## config.mk

```make
export PLATFORM = sky130hd
export DESIGN_NAME = proc_datapath_param_flat
export DESIGN_NICKNAME = d
export VERILOG_FILES = /design/src/rtl/proc_datapath_param_pkg.sv /design/src/rtl/proc_datapath_param_if.sv /design/src/rtl/proc_datapath_param_alu.sv /design/src/rtl/proc_datapath_param.sv /design/src/flat_wrapper.sv
export SDC_FILE = /design/constraint.sdc
export NUM_CORES = 1
export LEC_CHECK = 0
export ABC_AREA = 1
export CAP_MARGIN = 20
export CORE_MARGIN = 2
export CORE_UTILIZATION = 44
export CTS_BUF_LIST = sky130_fd_sc_hd__clkbuf_4 sky130_fd_sc_hd__clkbuf_8
export CTS_CLUSTER_DIAMETER = 150
export DETAILED_ROUTE_END_ITERATION = 16
export PLACE_DENSITY = 0.68
export SLEW_MARGIN = 25
export SYNTH_ARGS = -nofsm -noshare
export SYNTH_HDL_FRONTEND = slang
export SYNTH_HIERARCHICAL = 1
export SYNTH_SLANG_ARGS = --single-unit
```

## constraint.sdc

```tcl
create_clock -name clk -period 5.85 [get_ports clk]
set_clock_uncertainty 0.1 [all_clocks]
set_input_delay 1.17 -clock clk [delete_from_list [all_inputs] [get_ports clk]]
set_output_delay 1.17 -clock clk [all_outputs]
set_load 0.05 [all_outputs]
```

## src/rtl/proc_datapath_param_pkg.sv

```systemverilog
// Shared types for the parameterised multi-cycle datapath: opcodes, FSM states,
// bus source selects and the instruction-field width helper.
package proc_pkg;

    typedef enum logic [2:0] {
        OP_MV   = 3'd0,
        OP_MVI  = 3'd1,
        OP_ADD  = 3'd2,
        OP_SUB  = 3'd3,
        OP_AND  = 3'd4,
        OP_XOR  = 3'd5,
        OP_MVNZ = 3'd6,
        OP_RSVD = 3'd7
    } op_e;

    typedef enum logic [1:0] {
        ST_IDLE = 2'd0,
        ST_T1   = 2'd1,
        ST_T2   = 2'd2,
        ST_T3   = 2'd3
    } state_e;

    typedef enum logic [2:0] {
        SEL_NONE = 3'd0,
        SEL_RX   = 3'd1,
        SEL_RY   = 3'd2,
        SEL_DIN  = 3'd3,
        SEL_G    = 3'd4
    } bus_sel_e;

    // Opcode plus two register indices, taken from the top of DIN.
    function automatic int iw(input int rw);
        return 3 + 2 * rw;
    endfunction

endpackage

```

## src/rtl/proc_datapath_param_if.sv

```systemverilog
// Control, data-in and observation signals of the datapath as one bundle.
interface proc_datapath_param_if #(
    parameter int WIDTH    = 9,
    parameter int NUM_REGS = 8
);
    logic                      run;
    logic [WIDTH-1:0]          DIN;
    logic                      Done;
    logic                      IRin;
    logic                      busy;
    logic                      illegal;
    logic                      Z;
    logic                      C;
    logic [WIDTH-1:0]          BUS;
    logic [WIDTH-1:0]          A;
    logic [WIDTH-1:0]          G;
    logic [NUM_REGS*WIDTH-1:0] R_flat;

    modport master (
        output run, DIN,
        input  Done, IRin, busy, illegal, Z, C, BUS, A, G, R_flat
    );

    modport slave (
        input  run, DIN,
        output Done, IRin, busy, illegal, Z, C, BUS, A, G, R_flat
    );
endinterface

```

## src/rtl/proc_datapath_param_alu.sv

```systemverilog
// Combinational ALU; the extra top bit of the internal sum is the carry out.
module proc_alu
    import proc_pkg::*;
#(
    parameter int WIDTH = 9
) (
    input  op_e              op,
    input  logic [WIDTH-1:0] a,
    input  logic [WIDTH-1:0] b,
    output logic [WIDTH-1:0] result,
    output logic             carry
);
    logic [WIDTH:0] ext;

    always_comb begin
        ext = '0;
        case (op)
            OP_ADD:  ext = {1'b0, a} + {1'b0, b};
            // Two's-complement subtract: carry set means no borrow.
            OP_SUB:  ext = {1'b0, a} + {1'b0, ~b} + {{WIDTH{1'b0}}, 1'b1};
            OP_AND:  ext = {1'b0, a & b};
            OP_XOR:  ext = {1'b0, a ^ b};
            default: ext = '0;
        endcase
    end

    assign result = ext[WIDTH-1:0];
    assign carry  = ext[WIDTH];
endmodule

```

## src/rtl/proc_datapath_param.sv

```systemverilog
// Multi-cycle datapath: register file, A/G registers, shared bus and control FSM.
module proc_datapath_param
    import proc_pkg::*;
#(
    parameter int WIDTH    = 9,
    parameter int NUM_REGS = 8
) (
    input logic                  clk,
    input logic                  rst,
    proc_datapath_param_if.slave io
);
    localparam int RW = $clog2(NUM_REGS);
    localparam int IW = iw(RW);

    localparam logic [1:0] S_IDLE = ST_IDLE;
    localparam logic [1:0] S_T1   = ST_T1;
    localparam logic [1:0] S_T2   = ST_T2;
    localparam logic [1:0] S_T3   = ST_T3;

    logic [1:0]                     state, state_nxt;
    logic [IW-1:0]                  ir;
    logic [NUM_REGS-1:0][WIDTH-1:0] regs;
    logic [WIDTH-1:0]               a, g, bus, alu_res;
    logic                           z, c, alu_c;
    op_e                            op;
    logic [RW-1:0]                  rx, ry;
    bus_sel_e                       sel;
    logic                           rx_wr, a_wr, g_wr, done, bad_op, ir_load;

    assign op = op_e'(ir[IW-1 -: 3]);
    assign rx = ir[2*RW-1 -: RW];
    assign ry = ir[RW-1:0];

    always_comb begin
        sel       = SEL_NONE;
        rx_wr     = 1'b0;
        a_wr      = 1'b0;
        g_wr      = 1'b0;
        done      = 1'b0;
        bad_op    = 1'b0;
        ir_load   = 1'b0;
        state_nxt = state;
        case (state)
            S_IDLE: begin
                ir_load = io.run & rst;
                if (io.run) state_nxt = S_T1;
            end
            S_T1: begin
                state_nxt = S_IDLE;
                done      = 1'b1;
                case (op)
                    OP_MV:   begin sel = SEL_RY;  rx_wr = 1'b1; end
                    OP_MVI:  begin sel = SEL_DIN; rx_wr = 1'b1; end
                    OP_MVNZ: begin sel = SEL_RY;  rx_wr = ~z;   end
                    OP_RSVD: bad_op = 1'b1;
                    default: begin
                        sel       = SEL_RX;
                        a_wr      = 1'b1;
                        done      = 1'b0;
                        state_nxt = S_T2;
                    end
                endcase
            end
            S_T2: begin
                sel       = SEL_RY;
                g_wr      = 1'b1;
                state_nxt = S_T3;
            end
            default: begin
                sel       = SEL_G;
                rx_wr     = 1'b1;
                done      = 1'b1;
                state_nxt = S_IDLE;
            end
        endcase
    end

    always_comb begin
        case (sel)
            SEL_RX:  bus = regs[rx];
            SEL_RY:  bus = regs[ry];
            SEL_DIN: bus = io.DIN;
            SEL_G:   bus = g;
            default: bus = '0;
        endcase
    end

    proc_alu #(.WIDTH(WIDTH)) u_alu (
        .op    (op),
        .a     (a),
        .b     (bus),
        .result(alu_res),
        .carry (alu_c)
    );

    always_ff @(posedge clk) begin
        if (!rst) begin
            state <= S_IDLE;
            ir    <= '0;
            regs  <= '0;
            a     <= '0;
            g     <= '0;
            z     <= 1'b0;
            c     <= 1'b0;
        end else begin
            state <= state_nxt;
            if (ir_load) ir <= io.DIN[WIDTH-1 -: IW];
            if (rx_wr)   regs[rx] <= bus;
            if (a_wr)    a <= bus;
            // Flags move only with G.
            if (g_wr) begin
                g <= alu_res;
                z <= (alu_res == '0);
                c <= alu_c;
            end
        end
    end

    assign io.Done    = done & rst;
    assign io.illegal = bad_op & rst;
    assign io.IRin    = ir_load;
    assign io.busy    = (state != S_IDLE);
    assign io.Z       = z;
    assign io.C       = c;
    assign io.BUS     = bus;
    assign io.A       = a;
    assign io.G       = g;
    assign io.R_flat  = regs;
endmodule

```

## src/flat_wrapper.sv

```systemverilog
// flat-port wrapper written by rule: the top's interface ports become plain ports
module proc_datapath_param_flat import proc_pkg::*;
#(
    parameter int WIDTH    = 9,
    parameter int NUM_REGS = 8
)
  (clk, rst, io_run, io_DIN, io_Done, io_IRin, io_busy, io_illegal, io_Z, io_C, io_BUS, io_A, io_G, io_R_flat);
  proc_datapath_param_if #(.WIDTH(WIDTH), .NUM_REGS(NUM_REGS)) io_i ();
  input logic clk;
  input logic rst;
  input wire logic [$bits(io_i.run)-1:0] io_run;
  input wire logic [$bits(io_i.DIN)-1:0] io_DIN;
  output wire logic [$bits(io_i.Done)-1:0] io_Done;
  output wire logic [$bits(io_i.IRin)-1:0] io_IRin;
  output wire logic [$bits(io_i.busy)-1:0] io_busy;
  output wire logic [$bits(io_i.illegal)-1:0] io_illegal;
  output wire logic [$bits(io_i.Z)-1:0] io_Z;
  output wire logic [$bits(io_i.C)-1:0] io_C;
  output wire logic [$bits(io_i.BUS)-1:0] io_BUS;
  output wire logic [$bits(io_i.A)-1:0] io_A;
  output wire logic [$bits(io_i.G)-1:0] io_G;
  output wire logic [$bits(io_i.R_flat)-1:0] io_R_flat;
  assign io_i.run = io_run;
  assign io_i.DIN = io_DIN;
  assign io_Done = io_i.Done;
  assign io_IRin = io_i.IRin;
  assign io_busy = io_i.busy;
  assign io_illegal = io_i.illegal;
  assign io_Z = io_i.Z;
  assign io_C = io_i.C;
  assign io_BUS = io_i.BUS;
  assign io_A = io_i.A;
  assign io_G = io_i.G;
  assign io_R_flat = io_i.R_flat;
  proc_datapath_param #(.WIDTH(WIDTH), .NUM_REGS(NUM_REGS)) u_core (.clk(clk), .rst(rst), .io(io_i));
endmodule
```

==> results.json, run 1 <==
{
  "status": "completed",
  "max_stage_delay_ns": 0.89,
  "ff2ff_path_depth": 22,
  "synthesis.nets": 1136,
  "worstHoldPathType": "reg -> reg",
  "drc": 0,
  "drt_iter0_markers": 736,
  "cp-end-kind": "primary output",
  "r2r-start": "u_core/ir[0]$_SDFFE_PN0P_",
  "syn_inst": 1104,
  "fin_crit_ns": 4.72,
  "rsz0062_at_grt": "false",
  "die_y_um": 130,
  "post_cts_resized": 0,
  "rr_endpoint": "u_core/io.Z$_SDFFE_PN0P_",
  "syn_area_per_cell_um2": 6.29,
  "layout.nets": 1217,
  "htreeDepth": 3,
  "overflow": 0,
  "async_flop_share_pct": 0,
  "reg2reg_slack_ns": 1.52,
  "synth_seq_cells": 103,
  "instances_no_fill": 1401,
  "final.setup.tns_ns": 0,
  "antennaDiodeCount": 0,
  "clockBufferDepth": 2,
  "core_mm2": 0.0153,
  "cpLargestDelayFamily": "buffers and inverters",
  "ir_drop_uv": 159,
  "cp_num_buf_inv": 3,
  "synth_warnings": 6,
  "arrival_ns": 3.45,
  "grt_max_degree": 73,
  "worstSetupPathType": "reg -> out",
  "hold_viol": 0,
  "die_x_um": 130,
  "p_leak_uw": 0.00371,
  "wl_mm": 24.1,
  "dr.pass1.iters": 5,
  "finalSetupViolCount": 0,
  "drive_gt1_share_pct": 7.31,
  "maxSlewHeadroom_pct": 43.6,
  "fin_crit_sh_pct": 80.8,
  "place_inst": 1385,
  "drv_cap": 0,
  "cp-startpoint": "u_core/ir[4]$_SDFFE_PN0P_",
  "post_cts.repair.setup_buffers": 0,
  "ys_seq_area_share_pct": 29.7,
  "portBuffers": 116,
  "gp_congestion": 0.971,
  "maxSlewViolCount": 0,
  "ys.flop_type": "dfxtp_1",
  "areaGrowthSynthToFinish_pct": 19.8,
  "cts_tree": "yes",
  "initial_core_util_pct": 45.4,
  "crit_path_frequent_cell": "nand3_1",
  "grt_first_pass_wirelength_mm": 37.8,
  "grt_pass1_vias": 6808,
  "clkLatencyLatePin_ns": 0.39,
  "cp_cell_sequence": "inv_2 -> nand3_1 -> o21ai_0 -> nor2_1 -> nand3_1 -> nand2_1 -> nor2_4 -> inv_1 -> clkdlybuf4s50_1",
  "vias": 7528,
  "clkTransAtPathRegs_ns": 0.10,
  "power_density_mw_per_mm2": 222,
  "cts_buffers": 9,
  "setup_slack_ns": 1.13,
  "pin_count": 117,
  "required_ns": 4.58,
  "hold_buffers": 0,
  "worstPathMaxFanout": 21,
  "synth_edf_count": 0,
  "grt_util_all_layers_pct": 29.1,
  "hpwl_mm": 17.1,
  "critical_path_depth": 9,
  "start_kind": "flop",
  "core.rowCount": 45,
  "max_freq_mhz": 212,
  "antenna_found_initial": 0,
  "clockRootBuffer": "clkbuf_8",
  "post-synth-top-area-cell": "dfxtp_1",
  "routedWlPerCell_um": 17.2,
  "synth_top_area_share_pct": 29.7,
  "fin_worst_hold_slack_ns": 0.401,
  "fin_util_pct": 54.3,
  "syn_area_mm2": 0.00695,
  "final_antenna_net_count": 0,
  "crit_slowest_cell": "dfxtp_1",
  "crit_path_end": "io_BUS[6]",
  "pre_cts_ws_ns": 1.52,
  "worst_pin_slew_ns": 0.845,
  "cts_sinks": 103,
  "ys_types": 36,
  "vias_per_cell": 5.37,
  "die_area_mm2": 0.0168,
  "synthTopCellsByArea": "dfxtp_1 (30%), nand2_1 (19%), nand3_1 (7.9%)"
}
report_power, final:
group / total, uW / switching [uW] / internal (uW) / leakage (uW)
combinational: 525 / 375 / 150 / 0.00275
sequential: 755 / 31.5 / 724 / 0.000833
clock: 566 / 275 / 290 / 0.000122
total: 1850 / 682 / 1160 / 0.00371
layer usage:
metal  GRT usage, %  vias to the layer above  wire length (um)
li1               -                     3698                 -
met1           41.4                     3433             10900
met2           43.7                      342             10400
met3           4.79                       55              1730
met4           12.1                        0               977
met5              0                        -                 0
metrics by stage:
step                      area (um^2)  total power, uW
after floorplan                  6950             1140
after global placement           8070             1280
after detailed placement         8070             1290
after CTS                        8320             1840
after global routing             8320             1930
final                            8320             1850
logic make-up (layout without fill, tap and decap cells):
kind of cell / Yosys count / after routing / synth area share, %
AO/OA/AOI/OAI: 188 / 188 / 15.2
adder cells (fa/ha/maj): 20 / 20 / 3.82
buffers and inverters: 204 / 290 / 13.2
flip-flops: 103 / 103 / 29.7
AND/OR/NAND/NOR: 589 / 589 / 38.1
tightest hold or removal path: stages, from the launching register on:
cell	delay, ns
dfxtp_1	0.33
nor2_1	0.09
nor2_1	0.05
layout make-up:
| class | count | area [um^2] |
|---|---|---|
| multi-input cells | 797 | 3970 |
| clock buffers | 9 | 124 |
| fillers | 1579 | 6990 |
| clock inverters | 7 | 126 |
| repair buffers | 124 | 1210 |
| well taps | 211 | 264 |
| flip-flops and latches | 103 | 2060 |
| inverters | 150 | 566 |
registers in the layout (all words and copies together), names as in the netlist:
name and flops:
u_core/state 2, u_core/io.Z 1, u_core/ir 9, u_core/io.R_flat 72
u_core/io.C 1, u_core/io.A 9, u_core/io.G 9
how the worst min path moves through the flow:
stage,slack (ns),depth (start not counted),start,endpoint
2_1_floorplan,0.37,1,u_core/state[0]$_SDFFE_PN0P_,u_core/state[0]$_SDFFE_PN0P_
3_3_place_gp,0.38,2,u_core/io.C$_SDFFE_PN0P_,u_core/io.C$_SDFFE_PN0P_
3_5_place_dp,0.39,2,u_core/io.C$_SDFFE_PN0P_,u_core/io.C$_SDFFE_PN0P_
4_1_cts,0.41,2,u_core/io.C$_SDFFE_PN0P_,u_core/io.C$_SDFFE_PN0P_
5_1_grt,0.43,2,u_core/io.C$_SDFFE_PN0P_,u_core/io.C$_SDFFE_PN0P_
6_report,0.40,2,u_core/io.C$_SDFFE_PN0P_,u_core/io.C$_SDFFE_PN0P_
cell usage in the layout, fill, tap and decap left out, types with 9 or more instances in the layout:
master,count
buf_4,9
nand2_1,354
nor2_4,18
nand4_1,27
nor2_1,55
nand3_1,109
o21ai_0,73
clkbuf_8,9
a21oi_1,74
dfxtp_1,103
ha_1,18
inv_1,132
clkdlybuf4s50_1,114
inv_2,14
a21oi_2,11
cells in the mapped netlist (all sizes together) (6+ instances only):
master,number
nor3,6
dfxtp,103
buf,42
nand2,363
ha,18
inv,147
o21ai,81
nand3,109
a22oi,8
nand4,27
clkbuf,12
nor2,78
a21oi,87
o31ai,8
No activity file was read; power rests on OpenSTA's default activity.
==> run 2: changes to the inputs <==
==> constraint.sdc (replaced) <==
create_clock -name clk -period 4.4 [get_ports clk]
set_clock_uncertainty 0.1 [all_clocks]
set_input_delay 0.88 -clock clk [delete_from_list [all_inputs] [get_ports clk]]
set_output_delay 0.88 -clock clk [all_outputs]
set_load 0.05 [all_outputs]
==> run 2 against run 1 <==
Effect of this change:
- via count is 0.61% higher
- critical path type is now reg -> reg
- total power is 31% higher
- largest cell class unchanged
- combinational power is 40% higher
- final cell count is 0.79% higher
- critical path depth is 12 higher
==> results.json, run 2 (synthesis gave the netlist of run 1 again) <==
{
  "max_freq_mhz": 263,
  "clkLatencyLatePin_ns": 0.40,
  "min_path_cells": 2,
  "routedWlPerCell_um": 17.4,
  "hpwl_mm": 17.7,
  "place_inst": 1397,
  "areaGrowthSynthToFinish_pct": 21.6,
  "initial_core_util_pct": 45.4,
  "worstHoldPathType": "reg -> reg",
  "fin_crit_ns": 3.80,
  "overflow": 0,
  "clockBufferDepth": 2,
  "rsz0062_at_grt": "false",
  "cp-startpoint": "u_core/ir[0]$_SDFFE_PN0P_",
  "grt_max_degree": 76,
  "arrival_ns": 4.03,
  "grt_first_pass_wirelength_mm": 38.3,
  "antenna_found_initial": 0,
  "pre_cts_ws_ns": 0.580,
  "post_cts.repair.setup_buffers": 0,
  "status": "completed",
  "min_from": "u_core/io.C$_SDFFE_PN0P_",
  "clkTransAtPathRegs_ns": 0.10,
  "cp-end-kind": "flop",
  "core.rowCount": 45,
  "ir_drop_uv": 180,
  "r2r-start": "u_core/ir[0]$_SDFFE_PN0P_",
  "worst_pin_slew_ns": 0.689,
  "cts_tree": "yes",
  "hold-path-endpoint": "u_core/io.C$_SDFFE_PN0P_",
  "fin_crit_sh_pct": 86.5,
  "power_density_mw_per_mm2": 286,
  "hold_viol": 0,
  "grt_util_all_layers_pct": 29.6,
  "wl_mm": 24.6,
  "instances_no_fill": 1412,
  "drive_gt1_share_pct": 8.91,
  "pin_count": 117,
  "worstSetupPathType": "reg -> reg",
  "required_ns": 4.63,
  "cts_sinks": 103,
  "antennaDiodeCount": 0,
  "drt_iter0_markers": 811,
  "clockRootBuffer": "clkbuf_8",
  "final_antenna_net_count": 0,
  "post_cts_resized": 0,
  "vias": 7574,
  "portBuffers": 116,
  "maxSlewViolCount": 0,
  "cts_buffers": 9,
  "power.total_uw": 2420,
  "hold_buffers": 0,
  "finalSetupViolCount": 0,
  "layout.nets": 1229,
  "drc": 0,
  "maxSlewHeadroom_pct": 54.0,
  "core_mm2": 0.0153,
  "worstPathMaxFanout": 34,
  "nFillCells": 1635,
  "layout_commonest_cell": "nand2_1",
  "final.setup.tns_ns": 0,
  "dr.pass1.iters": 5,
  "fin_worst_hold_slack_ns": 0.394,
  "setup_slack_ns": 0.596,
  "largest_reg_flops": 72,
  "rr_endpoint": "u_core/io.Z$_SDFFE_PN0P_",
  "gp_congestion": 0.950,
  "vias_per_cell": 5.36,
  "start_kind": "flop",
  "ff2ff_path_depth": 21,
  "final_cell_mix": "nand2_1 (354), inv_1 (132), nand3_1 (109), clkdlybuf4s50_1 (105), dfxtp_1 (103)",
  "die_y_um": 130,
  "die_area_mm2": 0.0168,
  "grt_pass1_vias": 6897,
  "die_x_um": 130,
  "p_leak_uw": 0.00379,
  "htreeDepth": 3,
  "reg2reg_slack_ns": 0.60,
  "drv_cap": 0
}
## run 2: cell count changes in the layout (fill, tap and decap cells not counted), sizes merged
cell / change
buf: +21
clkdlybuf4s50: -9
clkbuf: +2
inv: -2
bufinv: -1
clkinv: +1
clkinvlp: -1
## run 2: layout make-up
| type | count | area, um^2 | share of cell area (%) |
|---|---|---|---|
| repair buffers | 136 | 1370 | 16.2 |
| well taps | 211 | 264 | 3.12 |
| flip-flops and latches | 103 | 2060 | 24.4 |
| multi-input cells | 797 | 3970 | 47.0 |
| clock inverters | 4 | 77.6 | 0.918 |
| clock buffers | 11 | 145 | 1.72 |
| inverters | 150 | 566 | 6.69 |
## run 2: worst max-delay path by stage
stage | slack [ns] | end
after global placement | 0.55 | u_core/io.Z$_SDFFE_PN0P_
after global routing | 0.24 | u_core/io.Z$_SDFFE_PN0P_
final | 0.60 | u_core/io.Z$_SDFFE_PN0P_
after floorplan | 0.77 | io_illegal
after detailed placement | 0.58 | u_core/io.Z$_SDFFE_PN0P_
after CTS | 0.67 | u_core/io.Z$_SDFFE_PN0P_
## run 2: critical path: stages (launching register included)
cell	delay, ns
dfxtp_1	0.33
inv_2	0.47
nand2_1	0.12
nand3_1	0.12
nand2_1	0.10
nand2_1	0.07
nand2_1	0.06
nand2_1	0.07
nand2_1	0.11
nor2_4	0.11
inv_1	0.09
ha_1	0.24
fa_1	0.41
nand2_1	0.11
nand2_1	0.11
nand3b_1	0.14
nand3_1	0.08
nand3_1	0.10
nand3_1	0.12
nor4_1	0.38
nand4_1	0.13
a21oi_1	0.14
## run 2: stage by stage
stage | cell area, um^2 | util (%)
CTS | 8450 | 55.2
finish | 8450 | 55.2
global route | 8450 | 55.2
floorplan | 6950 | -
global placement | 8230 | 53.7
detailed placement | 8230 | 53.7
## run 2: report_power, final
group	internal, uW	switching (uW)
clock	343	344
combinational	221	515
sequential	962	35.0
## run 2: layer usage
layer	GRT usage, %	part of all wire, %	routed length, um	vias up
met5	0	0	0	-
li1	-	-	-	3715
met1	42.3	45	11000	3467
met4	9.55	2.6	644	0
met2	45.5	44	10800	355
met3	4.75	8.6	2100	37
==> run 3: changes to the inputs <==
--- a/config.mk
+++ b/config.mk
@@ -11,6 +11,7 @@
 export CORE_UTILIZATION = 44
 export CTS_BUF_LIST = sky130_fd_sc_hd__clkbuf_4 sky130_fd_sc_hd__clkbuf_8
 export CTS_CLUSTER_DIAMETER = 150
+export CTS_CLUSTER_SIZE = 28
 export DETAILED_ROUTE_END_ITERATION = 16
 export PLACE_DENSITY = 0.68
 export SLEW_MARGIN = 25
==> results of run 3 <==
The final DEF is identical to that of run 2; final timing and power are the same.
